==> src/rtl/irq_controller_if.sv <==
// Device-bus and CPU-side interrupt signals for the interrupt controller.
interface irq_controller_if #(
  parameter int N_SRC = 6
);
  logic [31:0]      addr;
  logic             write_enable;
  logic [31:0]      write_data;
  logic [31:0]      read_result;
  logic [N_SRC-1:0] irq_in;
  logic             cpu_ack;
  logic             cpu_irq;
  logic [2:0]       cpu_vector;

  modport master (
    output addr, write_enable, write_data, irq_in, cpu_ack,
    input  read_result, cpu_irq, cpu_vector
  );

  modport slave (
    input  addr, write_enable, write_data, irq_in, cpu_ack,
    output read_result, cpu_irq, cpu_vector
  );
endinterface

==> src/rtl/irq_controller.sv <==
// Programmable interrupt controller: edge/level latching, masking, fixed
// priority with nesting, one vectored request to the CPU with ack and EOI.
module irq_controller #(
  parameter logic [31:0] BASE  = 32'h0000_7f20,
  parameter int          N_SRC = 6
) (
  input logic              clk,
  input logic              rst,
  irq_controller_if.slave  bus
);

  localparam logic [0:0]       IDLE = 1'b0;
  localparam logic [0:0]       REQ  = 1'b1;
  localparam logic [N_SRC-1:0] ONE  = N_SRC'(1);

  logic [0:0]       state;
  logic [N_SRC-1:0] mask;
  logic [N_SRC-1:0] mode;
  logic [N_SRC-1:0] pending;
  logic [N_SRC-1:0] inservice;
  logic [N_SRC-1:0] irq_q;
  logic             cpu_irq_r;
  logic [2:0]       cpu_vector_r;

  logic [31:0]      offset;
  logic [N_SRC-1:0] wdata;
  logic             wr_mask, wr_w1c, wr_eoi, wr_mode;
  logic             ack_take;
  logic [N_SRC-1:0] vec_sel;
  logic             vec_live;
  logic [N_SRC-1:0] top_isr;
  logic [N_SRC-1:0] allowed;
  logic [N_SRC-1:0] cand_set;
  logic             cand_valid;
  logic [2:0]       cand_idx;
  logic [N_SRC-1:0] edge_set;
  logic [N_SRC-1:0] edge_clr;
  logic [N_SRC-1:0] pending_next;
  logic [N_SRC-1:0] isr_next;
  logic             unused_bits;

  function automatic logic [2:0] lowest_idx(input logic [N_SRC-1:0] v);
    logic [2:0] idx;
    idx = 3'd0;
    for (int i = N_SRC - 1; i >= 0; i--) begin
      if (v[i]) idx = 3'(i);
    end
    return idx;
  endfunction

  assign offset   = bus.addr - BASE;
  assign wdata    = bus.write_data[N_SRC-1:0];
  assign wr_mask  = bus.write_enable && (offset == 32'h00);
  assign wr_w1c   = bus.write_enable && (offset == 32'h08);
  assign wr_eoi   = bus.write_enable && (offset == 32'h0C);
  assign wr_mode  = bus.write_enable && (offset == 32'h10);
  assign ack_take = (state == REQ) && bus.cpu_ack;
  assign vec_sel  = ONE << cpu_vector_r;
  assign vec_live = |(pending & mask & vec_sel);

  // Only sources numerically below the most urgent in-service one may nest.
  assign top_isr    = inservice & (~inservice + ONE);
  assign allowed    = (inservice == '0) ? '1 : (top_isr - ONE);
  assign cand_set   = pending & mask & allowed;
  assign cand_valid = |cand_set;
  assign cand_idx   = lowest_idx(cand_set);

  // A fresh edge outranks W1C or ack clearing the same bit.
  always_comb begin
    edge_set     = bus.irq_in & ~irq_q;
    edge_clr     = (wr_w1c ? wdata : '0) | (ack_take ? vec_sel : '0);
    pending_next = (mode & (edge_set | (pending & ~edge_clr))) | (~mode & bus.irq_in);
    isr_next     = (wr_eoi ? (inservice & ~top_isr) : inservice) | (ack_take ? vec_sel : '0);
  end

  always_ff @(posedge clk) begin
    if (rst) begin
      state        <= IDLE;
      mask         <= '0;
      mode         <= '0;
      pending      <= '0;
      inservice    <= '0;
      irq_q        <= '0;
      cpu_irq_r    <= 1'b0;
      cpu_vector_r <= 3'd0;
    end else begin
      irq_q     <= bus.irq_in;
      pending   <= pending_next;
      inservice <= isr_next;
      if (wr_mask) mask <= wdata;
      if (wr_mode) mode <= wdata;
      case (state)
        IDLE: begin
          if (cand_valid) begin
            state        <= REQ;
            cpu_irq_r    <= 1'b1;
            cpu_vector_r <= cand_idx;
          end
        end
        REQ: begin
          if (bus.cpu_ack || !vec_live) begin
            state     <= IDLE;
            cpu_irq_r <= 1'b0;
          end
        end
        default: state <= IDLE;
      endcase
    end
  end

  always_comb begin
    bus.read_result = 32'h0;
    case (offset)
      32'h00:  bus.read_result = 32'(mask);
      32'h04:  bus.read_result = 32'(pending);
      32'h08:  bus.read_result = 32'(inservice);
      32'h10:  bus.read_result = 32'(mode);
      32'h14:  bus.read_result = {cpu_irq_r, 28'b0, cpu_vector_r};
      default: bus.read_result = 32'h0;
    endcase
  end

  assign bus.cpu_irq    = cpu_irq_r;
  assign bus.cpu_vector = cpu_vector_r;
  assign unused_bits    = ^bus.write_data[31:N_SRC];

endmodule

==> src/flat_wrapper.sv <==
// flat-port wrapper written by rule: the top's interface ports become plain ports
module irq_controller_flat 
#(
  parameter logic [31:0] BASE  = 32'h0000_7f20,
  parameter int          N_SRC = 6
)
  (clk, rst, bus_addr, bus_write_enable, bus_write_data, bus_irq_in, bus_cpu_ack, bus_read_result, bus_cpu_irq, bus_cpu_vector);
  irq_controller_if #(.N_SRC(N_SRC)) bus_i ();
  input logic clk;
  input logic rst;
  input wire logic [$bits(bus_i.addr)-1:0] bus_addr;
  input wire logic [$bits(bus_i.write_enable)-1:0] bus_write_enable;
  input wire logic [$bits(bus_i.write_data)-1:0] bus_write_data;
  input wire logic [$bits(bus_i.irq_in)-1:0] bus_irq_in;
  input wire logic [$bits(bus_i.cpu_ack)-1:0] bus_cpu_ack;
  output wire logic [$bits(bus_i.read_result)-1:0] bus_read_result;
  output wire logic [$bits(bus_i.cpu_irq)-1:0] bus_cpu_irq;
  output wire logic [$bits(bus_i.cpu_vector)-1:0] bus_cpu_vector;
  assign bus_i.addr = bus_addr;
  assign bus_i.write_enable = bus_write_enable;
  assign bus_i.write_data = bus_write_data;
  assign bus_i.irq_in = bus_irq_in;
  assign bus_i.cpu_ack = bus_cpu_ack;
  assign bus_read_result = bus_i.read_result;
  assign bus_cpu_irq = bus_i.cpu_irq;
  assign bus_cpu_vector = bus_i.cpu_vector;
  irq_controller #(.BASE(BASE), .N_SRC(N_SRC)) u_core (.clk(clk), .rst(rst), .bus(bus_i));
endmodule
==> config.mk <==
export PLATFORM = sky130hd
export DESIGN_NAME = irq_controller_flat
export DESIGN_NICKNAME = d
export VERILOG_FILES = /design/src/rtl/irq_controller_if.sv /design/src/rtl/irq_controller.sv /design/src/flat_wrapper.sv
export SDC_FILE = /design/constraint.sdc
export NUM_CORES = 1
export LEC_CHECK = 0
export BUFFER_PORTS_ARGS = -buffer_cell sky130_fd_sc_hd__buf_4
export CAP_MARGIN = 30
export CORE_MARGIN = 3
export CORE_UTILIZATION = 45
export CTS_CLUSTER_SIZE = 30
export DETAILED_ROUTE_END_ITERATION = 16
export PLACE_DENSITY = 0.82
export SETUP_SLACK_MARGIN = 0.4
export SLEW_MARGIN = 30
export SYNTH_ARGS = -nofsm -noshare
export SYNTH_HDL_FRONTEND = slang
export SYNTH_SLANG_ARGS = --single-unit
==> constraint.sdc <==
create_clock -name clk -period 3.3 [get_ports clk]
set_input_delay 0.495 -clock clk [delete_from_list [all_inputs] [get_ports clk]]
set_output_delay 0.495 -clock clk [all_outputs]
set_load 0.1 [all_outputs]
==> impl_metrics.prom <==
# TYPE chip_impl_metric gauge
chip_impl_info{name="setup.worst_path.end_class",value="primary output"} 1
chip_impl_metric{name="final_period_minus_worst_setup_slack",unit="ns"} 3.10
chip_impl_metric{name="area_growth_syn_to_layout",unit="%"} 34.0
chip_impl_info{name="setup_repair_after_global_routing_missed_its_margin",value="true"} 1
chip_impl_metric{name="post-synth-top-area-fraction",unit="%"} 24.4
chip_impl_info{name="hold_path.class",value="in -> reg"} 1
chip_impl_metric{name="number_of_flops_mapped_to_enable_cells_by_yosys",unit=""} 0
chip_impl_metric{name="h-tree-depth",unit=""} 2
chip_impl_metric{name="dp_hpwl",unit="µm"} 6270
chip_impl_info{name="yosysTopAreaCell",value="dfxtp_1"} 1
chip_impl_metric{name="nets",unit=""} 528
chip_impl_metric{name="final_cell_area_excluding_filler_cells",unit="mm²"} 0.00384
chip_impl_metric{name="drive_above_1_share",unit="%"} 30.4
chip_impl_metric{name="number_of_global_route_vias_before_repair",unit=""} 2893
chip_impl_metric{name="floorplan.initialDensity",unit="%"} 47.4
chip_impl_metric{name="min_period_over_period",unit="%"} 93.9
chip_impl_metric{name="cap_violations",unit=""} 0
chip_impl_metric{name="antenna_cells_inserted",unit=""} 0
chip_impl_metric{name="upper_clock_frequency_limit",unit="MHz"} 323
chip_impl_metric{name="ir_worst_vdd",unit="V"} 0.000268
chip_impl_info{name="status",value="complete, no violations"} 1
chip_impl_metric{name="track_usage",unit="%"} 22.2
chip_impl_metric{name="drt_iter0_drc",unit=""} 449
chip_impl_metric{name="final_worst_clock_skew",unit="ns"} 0.00323
chip_impl_metric{name="ys_seq_area_share",unit="%"} 24.4
chip_impl_metric{name="globalRouteOverflowTotal",unit=""} 0
chip_impl_metric{name="fill_cells",unit=""} 510
chip_impl_metric{name="holdBufCountCts",unit=""} 0
chip_impl_metric{name="vias",unit=""} 3159
chip_impl_metric{name="placedInstanceArea",unit="mm²"} 0.00346
chip_impl_metric{name="std_cell_rows",unit=""} 28
chip_impl_info{name="synth-main-ff-cell",value="dfxtp_1"} 1
chip_impl_metric{name="dieHeight",unit="µm"} 85.9
chip_impl_metric{name="grt_antenna_before_repair",unit=""} 0
chip_impl_metric{name="synth.yosys.warnings",unit=""} 0
chip_impl_metric{name="cts-buffers-inserted",unit=""} 5
chip_impl_metric{name="synth-seq-cells",unit=""} 35
chip_impl_metric{name="die-area",unit="mm²"} 0.00737
chip_impl_metric{name="ant_nets",unit=""} 0
chip_impl_metric{name="p_total",unit="W"} 0.00109
chip_impl_info{name="critPathKind",value="in -> out"} 1
chip_impl_metric{name="die_w",unit="µm"} 85.9
chip_impl_metric{name="detail_route.drc_violations",unit=""} 0
chip_impl_metric{name="cts_buffer_depth",unit=""} 2
chip_impl_metric{name="maxSlewHeadroom",unit="%"} 63.1
chip_impl_metric{name="async_flop_share",unit="%"} 0
chip_impl_metric{name="timing.setup.tns",unit="ns"} 0
chip_impl_metric{name="avgRoutedWirePerCell",unit="µm"} 15.9
chip_impl_metric{name="postRouteWirelength",unit="µm"} 8430
chip_impl_metric{name="finalSetupViolations",unit=""} 0
chip_impl_metric{name="floorplan.io_pins",unit=""} 110
chip_impl_metric{name="cts.sink_count",unit=""} 35
chip_impl_metric{name="insertion_delay",unit="ns"} 0.29
chip_impl_metric{name="cts.reportedPaths.clkPinSlew",unit="ns"} 0.08
chip_impl_metric{name="place.port_buffers",unit=""} 58
chip_impl_metric{name="hold_viol_final",unit=""} 0
chip_impl_metric{name="synth.cell_area",unit="mm²"} 0.00287
chip_impl_metric{name="worstPathRequired",unit="ns"} 2.80
chip_impl_metric{name="count_of_pins_over_their_slew_limit",unit=""} 0
chip_impl_metric{name="grt_start_max_net_pins",unit=""} 42
chip_impl_metric{name="routed_via_density",unit=""} 5.97
chip_impl_metric{name="crit_path_max_fanout",unit=""} 5
chip_impl_info{name="synth_top_area_cells",value="dfxtp_1 24%, buf_4 6.5%, mux2i_1 6.3%, nand2b_1 5.0%, nor2_1 4.4%"} 1
chip_impl_metric{name="floorplan.core_area",unit="mm²"} 0.00606
chip_impl_metric{name="gp_routability_congestion",unit=""} 0.931
chip_impl_metric{name="p_leak",unit="nW"} 1.45
chip_impl_metric{name="tightest_slew",unit="ns"} 0.551
chip_impl_metric{name="total_power_divided_by_cell_area",unit="mW/mm²"} 283
chip_impl_info{name="startpoint_type_of_the_worst_setup_path",value="primary input"} 1
chip_impl_info{name="clockRootBuffer",value="clkbuf_8"} 1
chip_impl_metric{name="firstDrtPassIters",unit=""} 5
chip_impl_info{name="cts_tree",value="yes"} 1
chip_impl_metric{name="cp_data_arrival_time",unit="ns"} 2.60
chip_impl_metric{name="post_synth.cell_area_avg",unit="µm²"} 7.51
chip_impl_metric{name="synth.lib_cells_used.distinct",unit=""} 59
chip_impl_metric{name="syn-instance-count",unit=""} 382
chip_impl_metric{name="grt_first_pass_wirelength",unit="µm"} 13600
==> critical path: stages <==
cell and delay, ns:
buf_8 0.09, inv_6 0.03, ha_4 0.15, nand2b_4 0.08, or4b_4 0.52, a211o_1 0.26
o21ai_2 0.14, nand3_2 0.09, nand3b_1 0.23, buf_6 0.18, nor2_4 0.13, buf_12 0.18
==> synth_stat cells (all sizes together) (3+ instances only) <==
cell / n
mux2: 7
mux2i: 18
nand3: 18
o21ai: 16
a311oi: 5
nor4: 8
o22ai: 3
nand2b: 23
inv: 10
nor2b: 14
a21oi: 18
nand4b: 6
o31ai: 4
a211oi: 3
nand3b: 4
nor2: 34
a32oi: 4
dfxtp: 35
a31oi: 9
or4: 4
buf: 29
nand2: 33
nand4: 8
clkbuf: 14
nor3: 15
a22oi: 8
==> cell families after synthesis <==
logic type,after synthesis,share of synthesized area [%]
AOI/OAI and AO/OA,84,19.4
xor gates and xnor gates,2,0.610
adders and majority gates,1,0.436
buffers and inverters,53,10.5
DFF,35,24.4
muxes,25,9.02
other,1,0.131
and+or+nand+nor,181,35.5
==> timing repair <==
action	4_1_cts	5_1_grt
endpoints found under the setup margin	13	19
pin swaps	9	9
gates resized for setup	39	12
setup buffers	4	4
==> registers in the layout (all words and copies together) (netlist names) <==
name                   cells
u_core.bus.cpu_vector      3
u_core.state               1
u_core.mask                6
u_core.pending             6
u_core.mode                6
u_core.inservice           6
u_core.irq_q               6
u_core.bus.cpu_irq         1
==> cell type report <==
| cell class | count | area [µm²] | share of cell area, % |
|---|---|---|---|
| Multi-Input combinational cell | 318 | 2150 | 55.9 |
| Timing Repair Buffer | 83 | 746 | 19.4 |
| Sequential cell | 35 | 701 | 18.2 |
| Tap cell | 75 | 93.8 | 2.44 |
| Clock buffer | 6 | 82.6 | 2.15 |
| Inverter | 10 | 55.1 | 1.43 |
| Clock inverter | 2 | 16.3 | 0.423 |
==> stage by stage <==
step	std cells	hold WS, ns	util, %	setup slack (ns)
2_1_floorplan	406	0.465	-	-0.262
3_3_place_gp	513	0.481	57.0	-0.0260
3_5_place_dp	513	0.480	57.0	-0.0365
4_1_cts	525	0.480	61.8	0.173
5_1_grt	529	0.475	63.4	0.146
6_report	529	0.470	63.4	0.201
==> worst paths after layout <==
path | depth (start not counted) | slack [ns] | endpoint | from
worst max register to register | 5 | 1.04 | u_core.bus.cpu_vector[0] | u_core.inservice[0]
worst max-delay path | 12 | 0.20 | bus_read_result[3] | bus_addr[5]
worst min register to register | 2 | 0.50 | u_core.mask[4] | u_core.mask[4]
worst min-delay path | 2 | 0.47 | u_core.irq_q[3] | bus_irq_in[3]
==> placed cells by master (no fill, tap or decap), types with 3 or more instances in the layout <==
cell type	Yosys	routed
a211oi_1	3	3
a21oi_1	18	18
a22oi_1	8	8
a311oi_1	5	5
a31oi_1	9	9
a32oi_1	4	4
buf_12	0	8
buf_4	25	70
buf_6	1	4
clkbuf_8	0	6
conb_1	1	25
dfxtp_1	35	35
inv_1	10	8
mux2_2	7	7
mux2i_1	18	16
nand2_1	33	33
nand2b_1	23	22
nand3_1	18	15
nand3_2	0	3
nand3b_1	4	4
nand4_1	7	7
nand4b_1	6	6
nor2_1	34	27
nor2_4	0	7
nor2b_1	14	14
nor3_1	13	11
nor3_2	2	3
nor4_1	6	3
nor4_2	1	4
o21ai_0	16	13
o22ai_1	3	3
==> per-layer routing <==
| metal | up-vias | wire length [µm] | track usage [%] |
|---|---|---|---|
| met3 | 18 | 807 | 4.51 |
| li1 | 1498 | - | - |
| met5 | - | 0 | 0 |
| met2 | 183 | 3950 | 35.7 |
| met4 | 0 | 94 | 4.32 |
| met1 | 1460 | 3580 | 30.8 |
==> report_power, final <==
group | internal [W] | leakage [nW] | total (W) | switching (W)
clock network | 0.000170 | 0.0474 | 0.000338 | 0.000168
logic | 0.0000945 | 1.12 | 0.000316 | 0.000222
registers | 0.000430 | 0.285 | 0.000435 | 0.00000473
No activity file was read; power rests on OpenSTA's default activity.
